--- src/rtl/muldiv_pkg.sv ---
// -----------------------------------------------------------------------------
// muldiv_pkg
// Shared types for the multi-cycle multiply/divide sequencer and its parent
// execute stage. The parent uses alu_ctrl_e when muxing the shared add/sub
// ALU between its own operands and those driven by muldiv_sequencer.
//
// Contents:
//   alu_ctrl_e     : ALU mode, same encoding as the ALU (ADD=0, SUB=1)
//   muldiv_op_e    : request opcode (MUL=0, DIV=1)
//   muldiv_state_e : sequencer FSM states
// -----------------------------------------------------------------------------
package muldiv_pkg;

   typedef enum logic [2:0] {
      ALU_ADD = 3'd0,
      ALU_SUB = 3'd1
   } alu_ctrl_e;

   typedef enum logic {
      OP_MUL = 1'b0,
      OP_DIV = 1'b1
   } muldiv_op_e;

   typedef enum logic [1:0] {
      ST_IDLE = 2'd0,
      ST_MUL  = 2'd1,
      ST_DIV  = 2'd2,
      ST_DONE = 2'd3
   } muldiv_state_e;

endpackage : muldiv_pkg

--- src/rtl/muldiv_sequencer.sv ---
// -----------------------------------------------------------------------------
// muldiv_sequencer
// Unsigned multi-cycle multiply / divide controller. All arithmetic goes
// through the parent's shared 32-bit add/sub ALU, one ALU operation per
// cycle: shift-add multiplication and restoring division, DATA_WIDTH
// iterations each. The parent hands the ALU to this block while busy_o is high.
//
// Build option:
//   MULDIV_DIV_EN defined   : full restoring divider.
//   MULDIV_DIV_EN undefined : divider not built; a DIV request goes straight
//                             to DONE with resp_lo_o = all-ones and
//                             resp_hi_o = dividend, busy_o never asserted.
//
// Ports:
//   clk_i, rst_ni        clock, asynchronous active-low reset
//   req_valid_i/ready_o  request handshake
//   req_op_i             0 = MUL, 1 = DIV
//   req_a_i, req_b_i     MUL: multiplicand, multiplier; DIV: dividend, divisor
//   resp_valid_i/ready_i response handshake
//   resp_lo_o, resp_hi_o MUL: product low/high; DIV: quotient/remainder
//   busy_o               ALU owned by this block
//   alu_op_a_o/b_o       ALU operands
//   alu_ctrl_o           ALU mode
//   alu_result_i         ALU output, combinational from alu_op_*
// -----------------------------------------------------------------------------
module muldiv_sequencer
   import muldiv_pkg::*;
#(
   parameter int DATA_WIDTH = 32,
   parameter int CTRL_WIDTH = 3
) (
   input  logic                  clk_i,
   input  logic                  rst_ni,
   input  logic                  req_valid_i,
   output logic                  req_ready_o,
   input  logic                  req_op_i,
   input  logic [DATA_WIDTH-1:0] req_a_i,
   input  logic [DATA_WIDTH-1:0] req_b_i,
   output logic                  resp_valid_o,
   input  logic                  resp_ready_i,
   output logic [DATA_WIDTH-1:0] resp_lo_o,
   output logic [DATA_WIDTH-1:0] resp_hi_o,
   output logic                  busy_o,
   output logic [DATA_WIDTH-1:0] alu_op_a_o,
   output logic [DATA_WIDTH-1:0] alu_op_b_o,
   output logic [CTRL_WIDTH-1:0] alu_ctrl_o,
   input  logic [DATA_WIDTH-1:0] alu_result_i
);

   localparam int CNT_W = $clog2(DATA_WIDTH);
   localparam logic [CNT_W-1:0] CNT_LAST = CNT_W'(DATA_WIDTH - 1);

   localparam logic [1:0] S_IDLE = ST_IDLE;
   localparam logic [1:0] S_MUL  = ST_MUL;
`ifdef MULDIV_DIV_EN
   localparam logic [1:0] S_DIV  = ST_DIV;
`endif
   localparam logic [1:0] S_DONE = ST_DONE;

   logic [1:0]            state_q, state_d;
   logic [CNT_W-1:0]      cnt_q, cnt_d;
   logic [DATA_WIDTH-1:0] hi_q, hi_d;
   logic [DATA_WIDTH-1:0] lo_q, lo_d;
   logic [DATA_WIDTH-1:0] mcand_q, mcand_d;
   logic                  mul_carry;

`ifdef MULDIV_DIV_EN
   logic                  op_q, op_d;
   logic [DATA_WIDTH-1:0] rem_q, rem_d;
   logic [DATA_WIDTH-1:0] quot_q, quot_d;
   logic [DATA_WIDTH-1:0] dvsr_q, dvsr_d;
   logic [DATA_WIDTH-1:0] div_rsh;
   logic                  div_top;
   logic                  div_ge;
`endif

   // Carry out of hi + mcand is recovered from the sum wrapping below hi,
   // since the ALU does not export its carry.
   assign mul_carry = (alu_result_i < hi_q);

`ifdef MULDIV_DIV_EN
   // Partial remainder shifted left by one with the next dividend bit;
   // div_top is the bit shifted out, making the trial compare 33 bits wide.
   assign div_rsh = {rem_q[DATA_WIDTH-2:0], quot_q[DATA_WIDTH-1]};
   assign div_top = rem_q[DATA_WIDTH-1];
   assign div_ge  = ({div_top, div_rsh} >= {1'b0, dvsr_q});
`endif

   always_comb begin
      state_d    = state_q;
      cnt_d      = cnt_q;
      hi_d       = hi_q;
      lo_d       = lo_q;
      mcand_d    = mcand_q;
`ifdef MULDIV_DIV_EN
      op_d       = op_q;
      rem_d      = rem_q;
      quot_d     = quot_q;
      dvsr_d     = dvsr_q;
`endif
      alu_op_a_o = '0;
      alu_op_b_o = '0;
      alu_ctrl_o = CTRL_WIDTH'(ALU_ADD);

      case (state_q)
         S_IDLE: begin
            if (req_valid_i) begin
               cnt_d = '0;
               if (req_op_i == OP_DIV) begin
`ifdef MULDIV_DIV_EN
                  op_d    = 1'b1;
                  rem_d   = '0;
                  quot_d  = req_a_i;
                  dvsr_d  = req_b_i;
                  state_d = S_DIV;
`else
                  // Divider absent: report the divide-by-zero shaped result.
                  lo_d    = '1;
                  hi_d    = req_a_i;
                  state_d = S_DONE;
`endif
               end else begin
`ifdef MULDIV_DIV_EN
                  op_d    = 1'b0;
`endif
                  hi_d    = '0;
                  lo_d    = req_b_i;
                  mcand_d = req_a_i;
                  state_d = S_MUL;
               end
            end
         end

         S_MUL: begin
            alu_op_a_o = hi_q;
            alu_op_b_o = mcand_q;
            alu_ctrl_o = CTRL_WIDTH'(ALU_ADD);
            // {hi,lo} shifts right one bit; multiplier bits leave through lo[0]
            // while product bits enter lo from the top.
            if (lo_q[0]) begin
               hi_d = {mul_carry, alu_result_i[DATA_WIDTH-1:1]};
               lo_d = {alu_result_i[0], lo_q[DATA_WIDTH-1:1]};
            end else begin
               hi_d = {1'b0, hi_q[DATA_WIDTH-1:1]};
               lo_d = {hi_q[0], lo_q[DATA_WIDTH-1:1]};
            end
            cnt_d = cnt_q + CNT_W'(1);
            if (cnt_q == CNT_LAST) begin
               state_d = S_DONE;
            end
         end

`ifdef MULDIV_DIV_EN
         S_DIV: begin
            alu_op_a_o = div_rsh;
            alu_op_b_o = dvsr_q;
            alu_ctrl_o = CTRL_WIDTH'(ALU_SUB);
            // When div_top is set the true difference still fits in
            // DATA_WIDTH bits, so the wrapped ALU result is exact.
            if (div_ge) begin
               rem_d  = alu_result_i;
               quot_d = {quot_q[DATA_WIDTH-2:0], 1'b1};
            end else begin
               rem_d  = div_rsh;
               quot_d = {quot_q[DATA_WIDTH-2:0], 1'b0};
            end
            cnt_d = cnt_q + CNT_W'(1);
            if (cnt_q == CNT_LAST) begin
               state_d = S_DONE;
            end
         end
`endif

         S_DONE: begin
            if (resp_ready_i) begin
               state_d = S_IDLE;
            end
         end

         default: begin
            state_d = S_IDLE;
         end
      endcase
   end

   always_ff @(posedge clk_i or negedge rst_ni) begin
      if (!rst_ni) begin
         state_q <= S_IDLE;
         cnt_q   <= '0;
         hi_q    <= '0;
         lo_q    <= '0;
         mcand_q <= '0;
`ifdef MULDIV_DIV_EN
         op_q    <= 1'b0;
         rem_q   <= '0;
         quot_q  <= '0;
         dvsr_q  <= '0;
`endif
      end else begin
         state_q <= state_d;
         cnt_q   <= cnt_d;
         hi_q    <= hi_d;
         lo_q    <= lo_d;
         mcand_q <= mcand_d;
`ifdef MULDIV_DIV_EN
         op_q    <= op_d;
         rem_q   <= rem_d;
         quot_q  <= quot_d;
         dvsr_q  <= dvsr_d;
`endif
      end
   end

   // Handshake and ownership flags come from the state register only.
   assign req_ready_o  = (state_q == S_IDLE);
   assign resp_valid_o = (state_q == S_DONE);

`ifdef MULDIV_DIV_EN
   assign busy_o    = (state_q == S_MUL) || (state_q == S_DIV);
   assign resp_lo_o = op_q ? quot_q : lo_q;
   assign resp_hi_o = op_q ? rem_q  : hi_q;
`else
   assign busy_o    = (state_q == S_MUL);
   assign resp_lo_o = lo_q;
   assign resp_hi_o = hi_q;
`endif

endmodule : muldiv_sequencer

--- config.mk ---
export PLATFORM = sky130hd
export DESIGN_NAME = muldiv_sequencer
export DESIGN_NICKNAME = d
export VERILOG_FILES = /design/src/rtl/muldiv_pkg.sv /design/src/rtl/muldiv_sequencer.sv
export SDC_FILE = /design/constraint.sdc
export NUM_CORES = 1
export LEC_CHECK = 0
export ABC_AREA = 1
export BUFFER_PORTS_ARGS = -buffer_cell sky130_fd_sc_hd__buf_2
export CAP_MARGIN = 20
export CORE_ASPECT_RATIO = 0.5
export CORE_MARGIN = 8
export CORE_UTILIZATION = 25
export CTS_CLUSTER_SIZE = 25
export DETAILED_ROUTE_END_ITERATION = 10
export GPL_TIMING_DRIVEN = 0
export PLACE_DENSITY_LB_ADDON = 0.12
export SYNTH_ARGS = -nofsm -noshare
export SYNTH_HDL_FRONTEND = slang
export SYNTH_SLANG_ARGS = --single-unit
--- constraint.sdc ---
create_clock -name clk_i -period 2.46 [get_ports clk_i]
set_input_delay 0.492 -clock clk_i [delete_from_list [all_inputs] [get_ports clk_i]]
set_output_delay 0.492 -clock clk_i [all_outputs]
set_load 0.05 [all_outputs]
======== After elaboration in Yosys (flattened, before gate mapping) ========
Index checks and enable logic that the tools add are counted.
word-level totals
  memory bits (read-only) ................. 0
  RAM bits ................................ 0
  bits in latches ......................... 0
  bits of input ports ..................... 101
  word-level logic and storage cells ...... 36
  flip-flop bits (word level) ............. 103
  output and inout port bits .............. 134
  memories kept ........................... 0
cells by class
  bitwise logic cells ..................... 1
  multipliers ............................. 0
  div/mod/pow operators ................... 0
  $add $sub $neg .......................... 1
  magnitude comparators ................... 1
  reductions and logical operators ........ 5
  shift operators ......................... 0
  equality and inequality tests ........... 6
  multiplexer cells ....................... 17
operators by type and width
  kind                                            number
  2-to-1 mux 32 bit                               8
  case mux 32 bit (2 select lines)                2
  less-than comparator 32 bit                     1
  case mux 5 bit (2 select lines)                 1
  2-to-1 mux 2 bit                                4
  case mux 2 bit (3 select lines)                 1
  AND reduction 3 bit                             2
  adder 5 x 1 -> 5 bit (second input constant)    1
  == test 5 bit (second input constant)           1
  2-to-1 mux 5 bit                                1
  != test 2 x 1 -> 1 bit (second input constant)  2
  == test 2 x 1 -> 1 bit (second input constant)  1
  == test 2 bit (second input constant)           1
  zero test 2 bit                                 1
  != test 2 bit (second input constant)           1
  AND reduction 2 bit                             1
  nonzero test 2 bit                              1
  NOT 1 bit                                       1

======== Depth between registers and ports, before layout ========
  depth in word-level cells ............... 3
  gate-level depth with buffers ........... 13
  mapped depth without buffers ............ 13

======== Worst setup path before layout ========
No wires, ideal clock.
  kind .................................... register -> output
  start point ............................. reg state_q[1]
  end point ............................... out alu_op_b_o[10]
  cell stages (with the launch flop) ...... 7
  buffers on the path ..................... 3
  setup slack ............................. 0.208 ns
  data required time ...................... 1.968 ns
  data arrival time ....................... 1.760 ns
  path through ............................ dfrtp_1 > nor2_4 > inv_2 > buf_6 > buf_2 > buf_2 > nor2_1
on the way
  word-level cells in the longest chain between the ends .. 2
RTL lines
  item                    line                     source
  start, declared         muldiv_sequencer.sv:60   logic [1:0] state_q, state_d;
  start signal, assigned  muldiv_sequencer.sv:200  state_q <= state_d;
  == test 2 x 1 -> 1 bit  muldiv_sequencer.sv:105  case (state_q)
  2-to-1 mux 32 bit       muldiv_sequencer.sv:105
  end, declared           muldiv_sequencer.sv:45   output logic [DATA_WIDTH-1:0] alu_op_b_o,
Every way passes these cells.

======== Worst setup path after layout ========
  start point ............................. reg state_q[1]
  end point ............................... out alu_op_a_o[17]
on the way
  word-level cells in the longest chain between the ends .. 2
RTL lines
  item                    line                     source
  == test 2 x 1 -> 1 bit  muldiv_sequencer.sv:105
  2-to-1 mux 32 bit       muldiv_sequencer.sv:105
  end, declared           muldiv_sequencer.sv:44   output logic [DATA_WIDTH-1:0] alu_op_a_o,
Every way passes these cells.

==> results.rst <==
.. list-table::
   :header-rows: 1

   * - Metric
     - Value
   * - Overall die area
     - ~0.028 mm²
   * - Horizontal extent of the die
     - 230.7 µm
   * - Initial drt markers
     - 274
   * - Routed via count divided by cell count
     - 4.586
   * - Final sum of negative setup slack
     - 0 ns
   * - Detailed-route wire length per cell
     - between 15 and 20 µm
   * - CP Data Arrival Time
     - ~1.8 ns
   * - Met3 Routed Length
     - a little over 1000 µm
   * - Post-placement cell count
     - between 1000 and 1500
   * - Leading cell type in the layout, fill and taps excluded
     - sky130_fd_sc_hd__buf_2
   * - Sink Count
     - slightly above 100
   * - Share of the yosys chip area belonging to registers
     - between 40% and 50%
   * - Top-Level Pins
     - between 200 and 250
   * - Element type at the critical path end
     - output port
   * - # setup viols final
     - 0
   * - Signed area change from the synthesized netlist to the final layout
     - 35.64%
   * - Number of cells produced by synthesis
     - 705
   * - Maximum number of pins on one net before global-route repair
     - 75
   * - TritonCTS clock tree
     - yes
   * - Clock tree root driver cell
     - sky130_fd_sc_hd__clkbuf_16
   * - Wire length the detailed router placed on met1
     - 9925 µm
   * - Number of buffers added to fix hold violations after cts
     - 0
   * - Effective utilization at floorplan
     - around 25%
   * - Hold Crit Class
     - input pin to asynchronous set/reset pin
   * - Highest routed metal layer
     - met5
   * - Predominant post-synthesis flop cell
     - sky130_fd_sc_hd__dfrtp_1
   * - Wire length of the first global-routing pass
     - 34600 µm
   * - Final layout net count
     - around 1100
   * - Number of buffer cells added on primary ports
     - 230
   * - Startpoint Class
     - flop
   * - Synthesized cell area
     - approximately 0.0058 mm²
   * - Number of distinct standard cells referenced by the synthesized netlist
     - 26
   * - Unrepaired setup endpoints after global routing
     - false
   * - Vias in the first global route
     - about 6000
   * - Clk slew on worst S/H paths
     - ~0.070 ns
   * - Number of synthesized register bits
     - 103
   * - Total met2 wirelength after detailed routing
     - ~11000 µm
   * - Top library cells by usage in the layout, fill and taps aside
     - sky130_fd_sc_hd__buf_2 (212), sky130_fd_sc_hd__dfrtp_1 (102), sky130_fd_sc_hd__nand2_1 (94)
   * - Total number of vias
     - approximately 5800
   * - TritonCTS Buffers
     - 9
   * - Share of flip-flops with an asynchronous set or reset after synthesis
     - between 90% and 100%
   * - Minimum clock period
     - between 2 and 2.5 ns
   * - Number of rows created at floorplan
     - 39
   * - Syn Area/Cell
     - 8.171 µm²
   * - Core Util, Final
     - between 30 and 40%
   * - Worst-Margin Slew
     - 0.6092 ns
   * - Sum of routed wire length over all layers
     - 22610 µm
   * - Critical Path RT
     - roughly 2.0 ns
   * - Worst-case headroom to the max-slew limit
     - approximately three fifths
   * - Fmax
     - roughly 0.44 GHz
   * - Fraction of final layout cells sized beyond drive strength 1
     - between 30 and 40%
   * - Antenna violations before repair
     - 1
   * - Core Area
     - about 0.023 mm²
   * - Grt total ovfl
     - 0
   * - Synth warn
     - 0
   * - Final weighted congestion of routability-driven global placement
     - roughly 0.82
   * - DR pass1 iterations
     - 5
   * - Global-route usage over all layers
     - ~16%
   * - Final Skew
     - between 0.006 and 0.007 ns
   * - Height of the die
     - between 100 and 150 µm
   * - Number of enable flip-flop cells after synthesis
     - 0
   * - Number of nets still failing antenna checks after routing
     - 0
   * - Path type of the worst setup path
     - flop to output port
   * - Run status
     - completed
   * - Final hold violations
     - 0
   * - DPL Wire Length
     - between 15000 and 20000 µm
   * - DRC
     - 0
   * - Buffer levels on the longest clock path
     - 2
   * - Number of max-slew violations in the final report
     - 0
   * - CP max FO
     - 19
   * - Final standard cell count with taps included and fillers excluded
     - between 1000 and 1500
   * - H-tree depth
     - 3
   * - Clock latency at the later pin of the worst-skew pair
     - ~0.36 ns
   * - Period utilization
     - slightly above 90%
   * - Count of max-cap constraint violations
     - 0
## synthesized netlist by cell type, types with 16 or more instances
master	count	area share, %
sky130_fd_sc_hd__o22ai_1	37	4.0
sky130_fd_sc_hd__a31oi_1	28	3.0
sky130_fd_sc_hd__o21ai_0	67	5.8
sky130_fd_sc_hd__ha_1	33	7.2
sky130_fd_sc_hd__inv_1	78	5.1
sky130_fd_sc_hd__buf_2	16	1.4
sky130_fd_sc_hd__a21oi_1	49	4.3
sky130_fd_sc_hd__clkbuf_1	21	1.4
sky130_fd_sc_hd__a22oi_1	31	4.0
sky130_fd_sc_hd__nor2_2	32	3.5
sky130_fd_sc_hd__nand2_1	94	6.1
sky130_fd_sc_hd__dfrtp_1	103	45
sky130_fd_sc_hd__nor2_1	81	5.3
## cell families (layout without fill, tap and decap cells)
kind of cell               Yosys count  in the layout  share of synthesized area, %
and+or+nand+nor                    220            220                         16.31
AOI/OAI and AO/OA                  218            218                         21.92
buffers and inverters              130            375                         9.796
DFF                                103            103                         44.74
adders and majority gates           33             33                         7.168
other                                1              4                       0.06510
## final cells by class
type / count / area, µm²
fill: 2514 / 14930
multi-input combinational: 474 / 2634
sequential: 103 / 2579
timing repair buffer: 233 / 1320
tap: 307 / 384.1
inverter: 82 / 307.8
buffer: 46 / 252.7
clock buffer: 10 / 239.0
clock inverter: 4 / 95.09
antenna: 1 / 2.502
## per-layer routing
| metal | GRT usage (%) | vias to the layer above |
|---|---|---|
| met1 | 19.17 | 2782 |
| met4 | 3.505 | 2 |
| li1 | - | 2864 |
| met2 | 27.22 | 114 |
| met3 | 3.962 | 16 |
| met5 | 0 | - |
## timing repair
item,CTS,global route
setup buffers,2,0
gates cloned,0,0
endpoints found under the setup margin,30,1
pin swaps,1,0
gates resized for setup,48,0
## path summary, 6_finish.rpt
path                            cells past startpoint         start  slack [ns]        endpoint
worst max-delay path                                6    state_q[1]        0.20  alu_op_a_o[17]
worst min-delay path                                1        rst_ni        0.01   resp_lo_o[23]
worst max register to register                      7    state_q[0]        0.51    resp_hi_o[3]
worst min register to register                      1      cnt_q[4]        0.52        cnt_q[4]
max in group asynchronous                           2        rst_ni        1.75   resp_hi_o[12]
min in group clk_i                                  2  resp_ready_i        0.36      state_q[1]
## worst max-delay path, cell delays in order (launching register included)
cell and delay (ns):
sky130_fd_sc_hd__dfrtp_2 0.45, sky130_fd_sc_hd__nor2_4 0.12, sky130_fd_sc_hd__inv_2 0.05, sky130_fd_sc_hd__buf_6 0.18, sky130_fd_sc_hd__buf_6 0.18, sky130_fd_sc_hd__nor2_2 0.14, sky130_fd_sc_hd__buf_2 0.29
## through the flow
stage	worst slack (ns)	cell area (µm²)	hold slack (ns)
floorplan	0.2077	5768	0.1964
global placement	-0.6035	7303	0.4903
detailed placement	0.1880	7337	0.4056
CTS	0.02716	7815	0.001316
global route	0.09111	7811	0.01028
finish	0.1952	7814	0.01445
## sequential cells by signal (all words and copies together), names as in the netlist
name / flops
state_q: 2
mcand_q: 32
cnt_q: 5
resp_lo_o: 32
resp_hi_o: 32
Power is not shown: default switching activity piles up to over one toggle a cycle in this logic, so the estimate is an artifact.
